<file path="src/rtl/or1200_wbmux_nlane_pkg.sv">
// Shared definitions for the N-lane write-back mux: rfwb_op field layout,
// result-select and drain-state encodings, and a small popcount helper.
package or1200_wbmux_nlane_pkg;

  localparam int unsigned RFWBOP_WIDTH   = 3;
  localparam int unsigned RFWBOP_WE      = 0;
  localparam int unsigned RFWBOP_SEL_LSB = 1;

  typedef enum logic [1:0] {
    RFWBOP_SEL_ALU = 2'd0,
    RFWBOP_SEL_LSU = 2'd1,
    RFWBOP_SEL_LR  = 2'd2,
    RFWBOP_SEL_SPR = 2'd3
  } rfwb_sel_e;

  typedef enum logic {
    WB_IDLE  = 1'b0,
    WB_DRAIN = 1'b1
  } wb_state_e;

  function automatic logic [3:0] popcnt8(input logic [7:0] v);
    logic [3:0] n;
    n = '0;
    for (int unsigned k = 0; k < 8; k++) n = n + {3'b000, v[k]};
    return n;
  endfunction

endpackage

</file>
<file path="src/rtl/or1200_wbmux_nlane_if.sv">
// Execute/LSU-side bus of the N-lane write-back mux plus the RF write ports.
// master = pipeline/testbench side, slave = the write-back mux.
interface or1200_wbmux_nlane_if #(
  parameter int LANES  = 2,
  parameter int WPORTS = 2,
  parameter int DW     = 32,
  parameter int AW     = 5
);
  logic                   wb_freeze;
  logic [LANES*3-1:0]     rfwb_op;
  logic [LANES*AW-1:0]    rfwb_addr;
  logic [LANES*DW-1:0]    muxin_a;
  logic [LANES*DW-1:0]    muxin_b;
  logic [LANES*DW-1:0]    muxin_c;
  logic [LANES*DW-1:0]    muxin_d;
  logic [LANES*DW-1:0]    muxout;
  logic [LANES*DW-1:0]    muxreg;
  logic [LANES-1:0]       muxreg_valid;
  logic [WPORTS-1:0]      rf_we;
  logic [WPORTS*AW-1:0]   rf_addrw;
  logic [WPORTS*DW-1:0]   rf_dataw;
  logic                   wb_stall;

  modport master (
    output wb_freeze, rfwb_op, rfwb_addr, muxin_a, muxin_b, muxin_c, muxin_d,
    input  muxout, muxreg, muxreg_valid, rf_we, rf_addrw, rf_dataw, wb_stall
  );

  modport slave (
    input  wb_freeze, rfwb_op, rfwb_addr, muxin_a, muxin_b, muxin_c, muxin_d,
    output muxout, muxreg, muxreg_valid, rf_we, rf_addrw, rf_dataw, wb_stall
  );
endinterface

</file>
<file path="src/rtl/or1200_wbmux_nlane_pick.sv">
// Priority picker: hands the lowest set mask bits, in order, to grant rows 0..WPORTS-1.
module or1200_wbmux_pick #(
  parameter int LANES  = 2,
  parameter int WPORTS = 2
) (
  input  logic [LANES-1:0]              mask_i,
  output logic [WPORTS-1:0][LANES-1:0]  grant_o,
  output logic [LANES-1:0]              gmask_o
);
  logic [LANES-1:0] rem;
  logic [LANES-1:0] low;

  always_comb begin
    rem     = mask_i;
    low     = '0;
    grant_o = '0;
    gmask_o = '0;
    for (int unsigned p = 0; p < WPORTS; p++) begin
      // two's-complement trick isolates the lowest remaining set bit
      low        = rem & (-rem);
      grant_o[p] = low;
      gmask_o    = gmask_o | low;
      rem        = rem & ~low;
    end
  end
endmodule

</file>
<file path="src/rtl/or1200_wbmux_nlane.sv">
// N-lane OR1200 write-back mux: per-lane result select, capture with same-destination
// squash, and drain onto WPORTS RF write ports. OR1200_WBMUX_STATS_EN adds retire/squash counters.
module or1200_wbmux_nlane
  import or1200_wbmux_nlane_pkg::*;
#(
  parameter int LANES  = 2,
  parameter int WPORTS = 2,
  parameter int DW     = 32,
  parameter int AW     = 5
) (
  input  logic                   clk,
  input  logic                   rst,
  or1200_wbmux_nlane_if.slave    wb
`ifdef OR1200_WBMUX_STATS_EN
  ,
  output logic [31:0]            wb_retired_cnt,
  output logic [31:0]            wb_squash_cnt
`endif
);
  localparam logic [3:0] WP4 = 4'(WPORTS);

  logic [LANES*DW-1:0]             sel_val;
  logic [LANES-1:0]                we_vec, nz_vec, lane_ok;
  logic [LANES*DW-1:0]             muxreg_q;
  logic [LANES*AW-1:0]             addr_q;
  logic [LANES-1:0]                valid_q, pending_q, remaining;
  wb_state_e                       state_q;
  logic [WPORTS-1:0][LANES-1:0]    grant;
  logic [LANES-1:0]                gmask;
  logic [WPORTS-1:0]               rf_we_d;
  logic [WPORTS*AW-1:0]            rf_addrw_d;
  logic [WPORTS*DW-1:0]            rf_dataw_d;
  logic                            capture;

  always_comb begin
    sel_val = '0;
    we_vec  = '0;
    nz_vec  = '0;
    lane_ok = '0;
    for (int unsigned i = 0; i < LANES; i++) begin
      case (rfwb_sel_e'(wb.rfwb_op[i*RFWBOP_WIDTH + RFWBOP_SEL_LSB +: 2]))
        RFWBOP_SEL_ALU: sel_val[i*DW +: DW] = wb.muxin_a[i*DW +: DW];
        RFWBOP_SEL_LSU: sel_val[i*DW +: DW] = wb.muxin_b[i*DW +: DW];
        RFWBOP_SEL_LR:  sel_val[i*DW +: DW] = wb.muxin_c[i*DW +: DW];
        RFWBOP_SEL_SPR: sel_val[i*DW +: DW] = wb.muxin_d[i*DW +: DW];
      endcase
      we_vec[i] = wb.rfwb_op[i*RFWBOP_WIDTH + RFWBOP_WE];
      nz_vec[i] = |wb.rfwb_addr[i*AW +: AW];
    end
    // younger (higher-index) lane wins a same-destination collision
    for (int unsigned i = 0; i < LANES; i++) begin
      lane_ok[i] = we_vec[i] & nz_vec[i];
      for (int unsigned j = i + 1; j < LANES; j++)
        if (we_vec[j] && wb.rfwb_addr[j*AW +: AW] == wb.rfwb_addr[i*AW +: AW])
          lane_ok[i] = 1'b0;
    end
  end

  or1200_wbmux_pick #(.LANES(LANES), .WPORTS(WPORTS)) u_pick (
    .mask_i  (pending_q),
    .grant_o (grant),
    .gmask_o (gmask)
  );

  always_comb begin
    rf_we_d    = '0;
    rf_addrw_d = '0;
    rf_dataw_d = '0;
    for (int unsigned p = 0; p < WPORTS; p++) begin
      rf_we_d[p] = (|grant[p]) & ~wb.wb_freeze;
      for (int unsigned i = 0; i < LANES; i++)
        if (grant[p][i]) begin
          rf_addrw_d[p*AW +: AW] = addr_q[i*AW +: AW];
          rf_dataw_d[p*DW +: DW] = muxreg_q[i*DW +: DW];
        end
    end
  end

  assign remaining = pending_q & ~gmask;
  assign capture   = !wb.wb_freeze && (state_q == WB_IDLE);

  // In IDLE every pending bit is granted this cycle, so a capture may overwrite pending.
  always_ff @(posedge clk) begin
    if (rst) begin
      muxreg_q  <= '0;
      addr_q    <= '0;
      valid_q   <= '0;
      pending_q <= '0;
      state_q   <= WB_IDLE;
    end else if (capture) begin
      muxreg_q  <= sel_val;
      addr_q    <= wb.rfwb_addr;
      valid_q   <= lane_ok;
      pending_q <= lane_ok;
      state_q   <= (popcnt8(8'(lane_ok)) > WP4) ? WB_DRAIN : WB_IDLE;
    end else if (!wb.wb_freeze) begin
      pending_q <= remaining;
      state_q   <= (popcnt8(8'(remaining)) > WP4) ? WB_DRAIN : WB_IDLE;
    end
  end

  assign wb.muxout       = sel_val;
  assign wb.muxreg       = muxreg_q;
  assign wb.muxreg_valid = valid_q;
  assign wb.rf_we        = rf_we_d;
  assign wb.rf_addrw     = rf_addrw_d;
  assign wb.rf_dataw     = rf_dataw_d;
  assign wb.wb_stall     = (state_q == WB_DRAIN);

`ifdef OR1200_WBMUX_STATS_EN
  logic [LANES-1:0] killed;
  assign killed = we_vec & nz_vec & ~lane_ok;

  always_ff @(posedge clk) begin
    if (rst) begin
      wb_retired_cnt <= '0;
      wb_squash_cnt  <= '0;
    end else begin
      wb_retired_cnt <= wb_retired_cnt + {28'd0, popcnt8(8'(rf_we_d))};
      if (capture)
        wb_squash_cnt <= wb_squash_cnt + {28'd0, popcnt8(8'(killed))};
    end
  end
`endif

endmodule

</file>
<file path="src/flat_wrapper.sv">
// flat-port wrapper written by rule: the top's interface ports become plain ports
module or1200_wbmux_nlane_flat import or1200_wbmux_nlane_pkg::*;
#(
  parameter int LANES  = 2,
  parameter int WPORTS = 2,
  parameter int DW     = 32,
  parameter int AW     = 5
)
  (clk, rst, wb_wb_freeze, wb_rfwb_op, wb_rfwb_addr, wb_muxin_a, wb_muxin_b, wb_muxin_c, wb_muxin_d, wb_muxout, wb_muxreg, wb_muxreg_valid, wb_rf_we, wb_rf_addrw, wb_rf_dataw, wb_wb_stall);
  or1200_wbmux_nlane_if #(.LANES(LANES), .WPORTS(WPORTS), .DW(DW), .AW(AW)) wb_i ();
  input  logic clk;
  input  logic rst;
  input wire logic [$bits(wb_i.wb_freeze)-1:0] wb_wb_freeze;
  input wire logic [$bits(wb_i.rfwb_op)-1:0] wb_rfwb_op;
  input wire logic [$bits(wb_i.rfwb_addr)-1:0] wb_rfwb_addr;
  input wire logic [$bits(wb_i.muxin_a)-1:0] wb_muxin_a;
  input wire logic [$bits(wb_i.muxin_b)-1:0] wb_muxin_b;
  input wire logic [$bits(wb_i.muxin_c)-1:0] wb_muxin_c;
  input wire logic [$bits(wb_i.muxin_d)-1:0] wb_muxin_d;
  output wire logic [$bits(wb_i.muxout)-1:0] wb_muxout;
  output wire logic [$bits(wb_i.muxreg)-1:0] wb_muxreg;
  output wire logic [$bits(wb_i.muxreg_valid)-1:0] wb_muxreg_valid;
  output wire logic [$bits(wb_i.rf_we)-1:0] wb_rf_we;
  output wire logic [$bits(wb_i.rf_addrw)-1:0] wb_rf_addrw;
  output wire logic [$bits(wb_i.rf_dataw)-1:0] wb_rf_dataw;
  output wire logic [$bits(wb_i.wb_stall)-1:0] wb_wb_stall;
  assign wb_i.wb_freeze = wb_wb_freeze;
  assign wb_i.rfwb_op = wb_rfwb_op;
  assign wb_i.rfwb_addr = wb_rfwb_addr;
  assign wb_i.muxin_a = wb_muxin_a;
  assign wb_i.muxin_b = wb_muxin_b;
  assign wb_i.muxin_c = wb_muxin_c;
  assign wb_i.muxin_d = wb_muxin_d;
  assign wb_muxout = wb_i.muxout;
  assign wb_muxreg = wb_i.muxreg;
  assign wb_muxreg_valid = wb_i.muxreg_valid;
  assign wb_rf_we = wb_i.rf_we;
  assign wb_rf_addrw = wb_i.rf_addrw;
  assign wb_rf_dataw = wb_i.rf_dataw;
  assign wb_wb_stall = wb_i.wb_stall;
  or1200_wbmux_nlane #(.LANES(LANES), .WPORTS(WPORTS), .DW(DW), .AW(AW)) u_core (.clk(clk), .rst(rst), .wb(wb_i));
endmodule
</file>
<file path="config.mk">
export PLATFORM = sky130hd
export DESIGN_NAME = or1200_wbmux_nlane_flat
export DESIGN_NICKNAME = d
export VERILOG_FILES = /design/src/rtl/or1200_wbmux_nlane_pkg.sv /design/src/rtl/or1200_wbmux_nlane_if.sv /design/src/rtl/or1200_wbmux_nlane_pick.sv /design/src/rtl/or1200_wbmux_nlane.sv /design/src/flat_wrapper.sv
export SDC_FILE = /design/constraint.sdc
export NUM_CORES = 1
export LEC_CHECK = 0
export CORE_AREA = 8 8 182 184
export DETAILED_ROUTE_END_ITERATION = 8
export DIE_AREA = 0 0 190 192
export PLACE_DENSITY = 0.58
export SLEW_MARGIN = 15
export SYNTH_ARGS = -nofsm -noshare
export SYNTH_HDL_FRONTEND = slang
export SYNTH_HIERARCHICAL = 1
export SYNTH_SLANG_ARGS = --single-unit
export TNS_END_PERCENT = 5
</file>
<file path="constraint.sdc">
create_clock -name clk -period 2.7 [get_ports clk]
set_input_delay 0.54 -clock clk [delete_from_list [all_inputs] [get_ports clk]]
set_output_delay 0.54 -clock clk [all_outputs]
set_load 0.05 [all_outputs]
</file>
==> results.toml <==
[run_status]
outcome = "complete, no violations"

[yosys]
yosys.area_share.adder = 0
synth_compound_area_frac = 0.145
synth_seq_cells = 79
yosysWarningCount = 6
syn_area_sq_um = 5460
syn-instance-count = 687
post_synth_xor_area_fraction = 0.00802
synth_top_family_by_area = "multiplexers"
synth_nets = 962
yosysUniqueCellTypes = 23
seq_area_frac_synth = 0.290
yosys-mux-area-fraction = 0.267
yosys.area_share.simple = 0.220
avgSynthCellArea_sq_um = 7.95

[timing]
final.period_utilization = 0.928
fmax_mhz = 399
setup_viol = 0
finClkSkew_ns = 0.00884
tightest_slew_ns = 0.926
worst_slack_ns = 0.194
slew_viol_final = 0
finalSetupTns_ns = 0
period_minus_slack_ns = 2.51
hold_viol = 0
rsz0062_at_grt = "false"
max-slew-margin-rel = 0.383

[clocking]
clock-sinks = 79
worst_setup_hold_path_clk_slew_ns = 0.06
max-clock-path-buffers = 2
root_buffer = "clkbuf_16"
postCtsSetupRepairBufs = 0
cts_tree = "built"
cts_buffers = 9
h-tree-depth = 3
holdBufCountCts = 0
clk_latency_ns = 0.34
ctsResizeCount = 0

[placement]
dpl.hpwl_um = 26200
numPortBuffers = 481
dp_cells = 1516
pre_cts_slack_ns = 0.266
gp_congestion = 0.816

[grt]
gr-total-overflow = 0
grt_max_degree = 80
antenna_found_initial = 0
met2_usage = 0.307
gr-max-usage-layer = "met2"
met1_usage = 0.179
grt_util_met3 = 0.0610
grt_pass1_vias = 7370
grt_use_total = 0.167
grt_pass1_wl_um = 46200

[min_path]
hold_class = "reg2reg"

[pwr]
p_seq_frac = 0.270
power.switching_mw = 1.92
combPwrFrac = 0.476
p_per_area_nw_per_um2 = 421
swShare = 0.390
leakage_nw = 4.27
p_int_mw = 3.00
power_frac_clock = 0.255
max-vdd-ir-drop_mv = 0.247

[layout]
nets = 1406
drive_above_1_share = 0.216
fin_cells = 1533
syn2layout_area_growth_pct = 114

[critical_path]
path_class = "reg2out"
crit_arrival_ns = 1.97
path_cells = "buf_4, and2_2, buf_4, nand2_1, o21ai_0, buf_12"
slowest_stage = "buf_4"
critPathMostFrequentCell = "buf_4"
cp.required_ns = 2.16
critPathLaunchType = "flop"
end_kind = "output port"
cp_max_fo = 40
slowest_delay_ns = 0.37

[floorplan]
die_h_um = 192
start_util = 0.181
rows = 64
ios = 482
die_area_sq_um = 36500
fp.dieW_um = 190
coreArea_sq_um = 30200

[detailed_routing]
drcViolationCount = 0
dr.pass1.iters = 5
drt-initial-drc-count = 294
wl_per_cell_um = 20.9
viasPerCell = 4.51
routed_wirelength_um = 32100
ant_nets = 0
vias = 6910

[flow_run]
cap_violations = 0
[layout make-up]
class,instances,area [sq um]
Antenna cell,1,2.50
Clock buffer,11,233
Clock inverter,5,58.8
Fill cell,3026,18500
Multi-Input combinational cell,540,3510
Sequential cell,79,1580
Tap cell,396,495
Timing Repair Buffer,501,5810
[layout by cell type (no fill, tap or decap), types with 2 or more instances in the layout]
cell and count:
nand2_1 299, o211ai_1 2, dfxtp_1 78, nor2_1 5, clkdlybuf4s50_1 336, o21ai_0 76
buf_12 97, mux4_1 4, clkbuf_16 9, nor2b_1 2, a21oi_1 78, buf_4 64
mux4_2 60, clkinvlp_4 2, buf_2 4, clkbuf_1 2, xor2_1 4, or4_1 2
[path summary, 6_finish.rpt]
kind                            slack [ns]  cells after the start                 startpoint                         to
worst max-delay path                  0.19                      6        u_core/pending_q[0]            wb_rf_dataw[43]
worst min-delay path                  0.46                      2  u_core/wb.muxreg_valid[1]  u_core/wb.muxreg_valid[1]
worst max register to register        1.29                      5        u_core/pending_q[0]        u_core/pending_q[0]
worst min register to register        0.46                      2  u_core/wb.muxreg_valid[1]  u_core/wb.muxreg_valid[1]
[cell families after synthesis]
family | Yosys count
AND/OR/NAND/NOR | 313
XOR/XNOR | 5
other | 1
multiplexers | 64
flip-flops | 79
AO/OA/AOI/OAI | 157
buffers and inverters | 68
[per-layer routing]
metal | vias to the layer above | part of all wire
li1 | 3258 | -
met1 | 3301 | 0.37
met2 | 329 | 0.52
met3 | 22 | 0.090
met4 | 0 | 0.015
met5 | - | 0
[power by group through the flow]
stage	Sequential (mW)	Clock (mW)	Combinational, mW
after floorplan	1.56	0	0.987
after global placement	1.35	0	2.34
after detailed placement	1.35	0	2.35
after CTS	1.33	1.32	2.35
after global routing	1.34	1.37	2.44
final	1.33	1.25	2.34
[synthesized netlist by cell type]
| cell | instances | area share |
|---|---|---|
| o211ai_1 | 2 | 0.0027 |
| mux4_1 | 4 | 0.019 |
| and2b_2 | 1 | 0.0016 |
| mux4_2 | 60 | 0.25 |
| nand2_1 | 299 | 0.21 |
| nor4_1 | 1 | 0.0011 |
| a31o_2 | 1 | 0.0016 |
| conb_1 | 1 | 0.00069 |
| nor2b_1 | 2 | 0.0023 |
| a21oi_1 | 78 | 0.071 |
| and2_2 | 1 | 0.0014 |
| buf_1 | 4 | 0.0027 |
| buf_4 | 5 | 0.0069 |
| o21ai_0 | 76 | 0.070 |
| buf_2 | 20 | 0.018 |
| xor2_1 | 4 | 0.0064 |
| clkbuf_1 | 28 | 0.019 |
| nor2_1 | 6 | 0.0041 |
| xnor2_1 | 1 | 0.0016 |
| or2_2 | 1 | 0.0011 |
| buf_6 | 11 | 0.023 |
| or4_1 | 2 | 0.0027 |
| dfxtp_1 | 79 | 0.29 |
[per-stage QoR]
stage               hold WS, ns  cell area, sq um  total power, mW  utilization
floorplan                 0.450              5460             2.55            -
finish                    0.456             11700             4.92        0.387
detailed placement        0.451             11400             3.70        0.377
global route              0.477             11700             5.15        0.387
CTS                       0.460             11700             5.00        0.387
global placement          0.443             11400             3.69        0.377
[flip-flops by register name (all words and copies together) (netlist names)]
signal / count
u_core/addr_q: 10
u_core/pending_q: 2
u_core/wb.muxreg: 64
u_core/wb.muxreg_valid: 2
u_core/wb.wb_stall: 1
[worst max-delay path: cells and delay by family (launching register included)]
kind / cells / cell delay (ns)
buffers and inverters: 3 / 0.81
DFF: 1 / 0.32
and+or+nand+nor: 2 / 0.30
AOI/OAI and AO/OA: 1 / 0.16
Note: power is estimated with default switching activity, not from simulation.
